[config.mk]
export PLATFORM = sky130hd
export DESIGN_NAME = control_sequencer
export DESIGN_NICKNAME = d
export VERILOG_FILES = /design/src/rtl/control_sequencer.sv
export SDC_FILE = /design/constraint.sdc
export NUM_CORES = 1
export LEC_CHECK = 0
export ABC_AREA = 1
export BUFFER_PORTS_ARGS = -buffer_cell sky130_fd_sc_hd__buf_4
export CELL_PAD_IN_SITES_DETAIL_PLACEMENT = 1
export CELL_PAD_IN_SITES_GLOBAL_PLACEMENT = 2
export CORE_MARGIN = 1
export CORE_UTILIZATION = 21
export CTS_CLUSTER_DIAMETER = 100
export DETAILED_ROUTE_END_ITERATION = 8
export PLACE_DENSITY = 0.8
export SETUP_SLACK_MARGIN = 0.1
export SYNTH_ARGS = -nofsm -noshare
export SYNTH_HDL_FRONTEND = slang
export SYNTH_SLANG_ARGS = --single-unit
[constraint.sdc]
create_clock -name clock -period 2.1 [get_ports clock]
set_input_delay 0.315 -clock clock [delete_from_list [all_inputs] [get_ports clock]]
set_output_delay 0.315 -clock clock [all_outputs]
set_load 0.02 [all_outputs]
[src/rtl/control_sequencer.sv]
// control_sequencer: Moore control FSM sequencing the Mini-SRC single-bus datapath through fetch and per-opcode execute steps.
// Ports: clock/clear (sync active-low reset); IR (opcode in IR[31:27]), CON (branch flag), stop (halt request in T0);
// run/illegal status; alu_op; bus source selects (*out, Cout); register load enables (*in); IncPC; Read/Write;
// register-select controls Gra/Grb/Grc/Rin/Rout/BAout.
module control_sequencer #(
  parameter int MEM_WAIT = 0
) (
  input  logic        clock,
  input  logic        clear,
  input  logic [31:0] IR,
  input  logic        CON,
  input  logic        stop,
  output logic        run,
  output logic        illegal,
  output logic [4:0]  alu_op,
  output logic        PCout,
  output logic        MDRout,
  output logic        Zhighout,
  output logic        Zlowout,
  output logic        HIout,
  output logic        LOout,
  output logic        InPortout,
  output logic        Cout,
  output logic        PCin,
  output logic        MARin,
  output logic        MDRin,
  output logic        IRin,
  output logic        Yin,
  output logic        HIin,
  output logic        LOin,
  output logic        Zhighin,
  output logic        Zlowin,
  output logic        CONin,
  output logic        OutPortin,
  output logic        IncPC,
  output logic        Read,
  output logic        Write,
  output logic        Gra,
  output logic        Grb,
  output logic        Grc,
  output logic        Rin,
  output logic        Rout,
  output logic        BAout
);
  typedef enum logic [3:0] {T0, T1, T2, T3, T4, T5, T6, T7, HALT} state_e;
  localparam logic [2:0] MW = 3'(MEM_WAIT);
  localparam logic [4:0] OP_ADD = 5'b00011;
  state_e state_q, state_d, last_step;
  logic [2:0] wait_q, wait_d;
  logic illegal_q, illegal_d;
  logic [4:0] op;
  logic is_ld, is_ldi, is_st, is_alu, is_imm, is_md, is_nn, is_br, is_jr;
  logic is_in, is_out, is_mflo, is_mfhi, is_nop, is_halt, is_ill, is_mem, hold;
  logic ir_unused;
  assign op = IR[31:27];
  assign ir_unused = ^IR[26:0];
  assign is_ld   = op == 5'd0;
  assign is_ldi  = op == 5'd1;
  assign is_st   = op == 5'd2;
  assign is_alu  = op >= 5'd3 && op <= 5'd11;
  assign is_imm  = op >= 5'd12 && op <= 5'd14;
  assign is_md   = op == 5'd15 || op == 5'd16;
  assign is_nn   = op == 5'd17 || op == 5'd18;
  assign is_br   = op == 5'd19;
  assign is_jr   = op == 5'd20;
  assign is_in   = op == 5'd22;
  assign is_out  = op == 5'd23;
  assign is_mflo = op == 5'd24;
  assign is_mfhi = op == 5'd25;
  assign is_nop  = op == 5'd26;
  assign is_halt = op == 5'd27;
  assign is_ill  = !(is_ld | is_ldi | is_st | is_alu | is_imm | is_md | is_nn | is_br | is_jr |
                     is_in | is_out | is_mflo | is_mfhi | is_nop | is_halt);
  // Steps that hold a memory strobe for MEM_WAIT extra cycles.
  assign is_mem = state_q == T1 || (state_q == T6 && is_ld) || (state_q == T7 && is_st);
  assign hold = is_mem && wait_q != 3'd0;
  assign last_step = (is_alu | is_imm | is_ldi) ? T5 :
                     is_nn ? T4 :
                     (is_md | is_br) ? T6 :
                     (is_ld | is_st) ? T7 : T3;
  always_comb begin
    state_d = state_q;
    wait_d = MW;
    illegal_d = illegal_q;
    case (state_q)
      T0: state_d = stop ? HALT : T1;
      HALT: state_d = HALT;
      default:
        if (hold) begin
          wait_d = wait_q - 3'd1;
        end else if (state_q == T3 && (is_halt || is_ill)) begin
          state_d = HALT;
          illegal_d = illegal_q | is_ill;
        end else if (state_q == last_step || state_q == T7) begin
          state_d = T0;
        end else begin
          state_d = state_e'(state_q + 4'd1);
        end
    endcase
  end
  always_ff @(posedge clock) begin
    if (!clear) begin
      state_q <= T0;
      wait_q <= 3'd0;
      illegal_q <= 1'b0;
    end else begin
      state_q <= state_d;
      wait_q <= wait_d;
      illegal_q <= illegal_d;
    end
  end
  assign run = clear && state_q != HALT;
  assign illegal = clear && illegal_q;
  always_comb begin
    {PCout, MDRout, Zhighout, Zlowout, HIout, LOout, InPortout, Cout} = '0;
    {PCin, MARin, MDRin, IRin, Yin, HIin, LOin, Zhighin, Zlowin, CONin, OutPortin} = '0;
    {IncPC, Read, Write, Gra, Grb, Grc, Rin, Rout, BAout} = '0;
    alu_op = '0;
    if (clear) begin
      case (state_q)
        T0: begin
          PCout = 1'b1;
          MARin = 1'b1;
          IncPC = 1'b1;
          Zlowin = 1'b1;
        end
        T1: begin
          Zlowout = 1'b1;
          Read = 1'b1;
          MDRin = 1'b1;
          // Load the incremented PC only once, in the first cycle of the read.
          PCin = wait_q == MW;
        end
        T2: begin
          MDRout = 1'b1;
          IRin = 1'b1;
        end
        T3: begin
          if (is_alu | is_imm | is_md | is_ld | is_ldi | is_st) begin
            Rout = 1'b1;
            Yin = 1'b1;
            Gra = is_md;
            Grb = !is_md;
            BAout = is_ld | is_ldi | is_st;
          end else if (is_nn) begin
            Grb = 1'b1;
            Rout = 1'b1;
            alu_op = op;
            Zlowin = 1'b1;
          end else if (is_br | is_jr | is_out) begin
            Gra = 1'b1;
            Rout = 1'b1;
            CONin = is_br;
            PCin = is_jr;
            OutPortin = is_out;
          end else if (is_in | is_mflo | is_mfhi) begin
            InPortout = is_in;
            LOout = is_mflo;
            HIout = is_mfhi;
            Gra = 1'b1;
            Rin = 1'b1;
          end
        end
        T4: begin
          if (is_alu | is_imm) begin
            Grc = is_alu;
            Rout = is_alu;
            Cout = is_imm;
            alu_op = op;
            Zlowin = 1'b1;
          end else if (is_nn) begin
            Zlowout = 1'b1;
            Gra = 1'b1;
            Rin = 1'b1;
          end else if (is_md) begin
            Grb = 1'b1;
            Rout = 1'b1;
            alu_op = op;
            Zhighin = 1'b1;
            Zlowin = 1'b1;
          end else if (is_ld | is_ldi | is_st) begin
            Cout = 1'b1;
            alu_op = OP_ADD;
            Zlowin = 1'b1;
          end else if (is_br) begin
            PCout = 1'b1;
            Yin = 1'b1;
          end
        end
        T5: begin
          if (is_alu | is_imm | is_ldi) begin
            Zlowout = 1'b1;
            Gra = 1'b1;
            Rin = 1'b1;
          end else if (is_md | is_ld | is_st) begin
            Zlowout = 1'b1;
            LOin = is_md;
            MARin = !is_md;
          end else if (is_br) begin
            Cout = 1'b1;
            alu_op = OP_ADD;
            Zlowin = 1'b1;
          end
        end
        T6: begin
          if (is_md) begin
            Zhighout = 1'b1;
            HIin = 1'b1;
          end else if (is_ld) begin
            Read = 1'b1;
            MDRin = 1'b1;
          end else if (is_st) begin
            Gra = 1'b1;
            Rout = 1'b1;
            MDRin = 1'b1;
          end else if (is_br) begin
            Zlowout = 1'b1;
            PCin = CON;
          end
        end
        T7: begin
          if (is_ld) begin
            MDRout = 1'b1;
            Gra = 1'b1;
            Rin = 1'b1;
          end else if (is_st) begin
            Write = 1'b1;
          end
        end
        default: ;
      endcase
    end
  end
endmodule
==> reports/metrics.csv <==
stage;metric;value;unit
status;outcome;finished clean;
route;DRC Markers;0;
route;Vias/cell;4.64;
route;drt first pass iters;4;
global_route;number of global-route vias before repair;1864;
yosys;simple-gate share of the synthesized area;51.2;%
yosys;XOR/XNOR Fraction of Synth Area;2.52;%
layout;diode count;0;
floorplan;starting density of the core;21.9;%
yosys;Mapped Area;1390;um^2
placed_design;Placed Area;1900;um^2
route;Routed WL;5830;um
clocking;Clk Latency, worst-skew pair;230;ps
clocking;CTS Buf Count;3;
pwr;Combinational Power Share;68.5;%
global_route;All-Layer GR Usage;15.9;%
yosys;largest family of logic cells by synthesized area;simple AND/OR/NAND/NOR gates;
clocking;CTS tree;built;
global_route;initial antenna violation count;0;
timing;setup slack after layout;74.1;ps
floorplan;Ports;71;
pwr;sw frac;49.5;%
yosys;synth warn;0;
layout;nets@finish;364;
timing;Setup Viol. Count Final;0;
critical_path;WP data required;1780;ps
critical_path;max incr delay on CP;280;ps
yosys;Yosys reg bits;8;
timing;clk_skew;0.509;ps
placed_design;routability cong.;0.852;
critical_path;r2r startpoint;state_q[1]$_SDFFE_PN0P_;
critical_path;Crit Path Max Fanout;5;
route;Starting DRT DRC Count;100;
pwr;power density over the cells;582;nW/um^2
yosys;area share of fa/ha/maj cells after synthesis;5.41;%
clocking;clk root buf;clkbuf_8;
placed_design;Buffers on Ports;43;
yosys;total nets after synthesis;290;
pwr;Clock power frac;13.6;%
route;via count;1843;
critical_path;Crit. Startpoint;IR[30];
critical_path;crit path DAT;1710;ps
pwr;Leakage;1.10;nW
layout;Final Util;36.8;%
global_route;first-pass GRT wire length;9060;um
critical_path;CP bufs+invs;3;
yosys;sequential fraction of the synthesis area;11.5;%
timing;Tightest Pin Transition;379;ps
placed_design;dpl ws;58.1;ps
critical_path;CP cell instances;buf_6, nor2_4, buf_4, nand3_4, nand2_4, nor2_4, nand2_4, nor2_4, nand2_4, nor4_4, buf_4;
yosys;Distinct cells, synth;37;
pwr;Internal Pwr Total;688;uW
timing;Hold WS;409;ps
timing;final worst path period need;2030;ps
floorplan;Row Count;29;
floorplan;chip height;83.3;um
layout;Area Growth Syn to Fin;68.5;%
timing;f_max;0.494;GHz
critical_path;Startpoint Class;input pin;
floorplan;die width;83.3;um
placed_design;post-detail-place hpwl;4400;um
timing;Rel. slew slack;74.4;%
route;Routed WL per cell;14.7;um
global_route;pin count of the biggest net entering global routing;18;
critical_path;Setup CP Type;input pin to output port;
yosys;syn avg cell area;5.60;um^2
hold_path;Hold Startpoint;wait_q[0]$_SDFF_PP0_;
critical_path;CP top delay family;simple AND/OR/NAND/NOR gates;
critical_path;slowest stage cell, crit path;nor4_4;
yosys;Synth Area in Compound Gates;13.2;%
pwr;NetSw;674;uW
timing;unrepaired setup endpoints after global routing;true;
clocking;clk sink count;8;
clocking;# H-tree levels;1;
timing;period utilization;96.5;%
pwr;Max VDD drop;0.326;mV
floorplan;Core ar.;6350;um^2
floorplan;die area;6940;um^2
pwr;sequential share of power;17.9;%
hold_path;Worst Hold Class;register to register;
timing;Fin. Hold Viols;0;
global_route;total gr overflow;0;
job;Max Cap Violations;0;
timing;Max Slew Vio Count;0;
clocking;hold-fix buffers at CTS;0;
yosys;Synth Instances;248;
layout;share of cells above drive strength 1;49.1;%
route;post-route ant nets;0;
layout;post-route cell area;2340;um^2
yosys;mux contribution to synthesized area;0;%
clocking;clock-pin slew on the worst setup and hold paths;40;ps
critical_path;Worst setup EP type;output port;
clocking;Max clock buf depth;2;
layout make-up:
type                       instances  area [um^2]
clock buffer                       3         41.3
fill                             818         4010
inverter                          45          184
multi-input combinational        188         1240
sequential                         8          170
tap                               77         96.3
timing repair buffer              76          604
cell usage after synthesis, drive strengths merged:
master / count / area share (%)
o21ai: 9 / 3.5
a2bb2oi: 1 / 0.63
nor2: 55 / 17
nand2: 56 / 19
inv: 45 / 12
a31oi: 1 / 0.45
o22ai: 1 / 0.45
nor3: 10 / 3.6
ha: 6 / 5.4
xor2: 2 / 1.3
dfxtp: 8 / 12
nand3: 20 / 8.6
nor4: 2 / 0.90
buf: 5 / 3.3
xnor2: 2 / 1.3
a41oi: 1 / 0.63
or2: 2 / 0.90
o221ai: 1 / 0.63
o41ai: 1 / 0.63
a21oi: 12 / 4.6
clkbuf: 2 / 0.54
o21a: 1 / 0.54
o211ai: 2 / 1.1
nand4: 3 / 1.4
per-stage QoR:
step,instances,TNS [ps],total power [mW]
after floorplan,248,-54.5,0.693
after global placement,381,0,0.947
after detailed placement,381,0,0.955
after CTS,387,0,1.22
after global routing,397,-2.91,1.46
final,397,0,1.36
power by group through the flow:
stage	logic (mW)	clock network, mW	registers [mW]
4_1_cts	0.802	0.192	0.225
2_1_floorplan	0.492	0	0.201
5_1_grt	1.02	0.200	0.247
6_report	0.933	0.185	0.244
3_5_place_dp	0.741	0	0.214
3_3_place_gp	0.736	0	0.211
path summary, 6_finish.rpt:
kind	endpoint	slack [ps]	depth (start not counted)
setup / recovery	HIout	70	11
hold / removal	wait_q[0]$_SDFF_PP0_	410	1
setup reg to reg	state_q[0]$_SDFFE_PN0P_	350	10
hold reg to reg	wait_q[0]$_SDFF_PP0_	410	1
cell usage in the layout (no fill, tap or decap), types with 8 or more instances in the layout:
cell	Yosys	routed
a21oi_1	11	9
buf_4	1	67
buf_6	3	9
inv_1	41	29
inv_2	3	11
nand2_1	47	37
nand2_2	4	11
nand2_4	5	8
nand3_1	16	15
nor2_1	48	38
nor2_4	3	13
nor3_1	10	8
flip-flops by register name, summed over array words and instances, names as in the netlist:
register / count
state_q: 4
wait_q: 3
illegal_q: 1
timing repair:
item                                    CTS  global route
buffers inserted                          3            10
gates resized for setup                  29            60
pin swaps                                 7            22
endpoints found under the setup margin   30            25
cells by family after synthesis:
kind of cell | count (synthesis)
buf+inv | 52
flops | 8
simple gates | 148
xor+xnor | 4
compound gates | 30
fa+ha+maj | 6
metal layers:
metal  global-route usage, %  wire length [um]  part of all wire, %
met5                       0                 0                    0
met4                    1.88                12                 0.21
met3                    1.59               195                  3.3
met2                    26.8              2840                   49
met1                    22.5              2790                   48
Power figures use the tool's default switching activity.
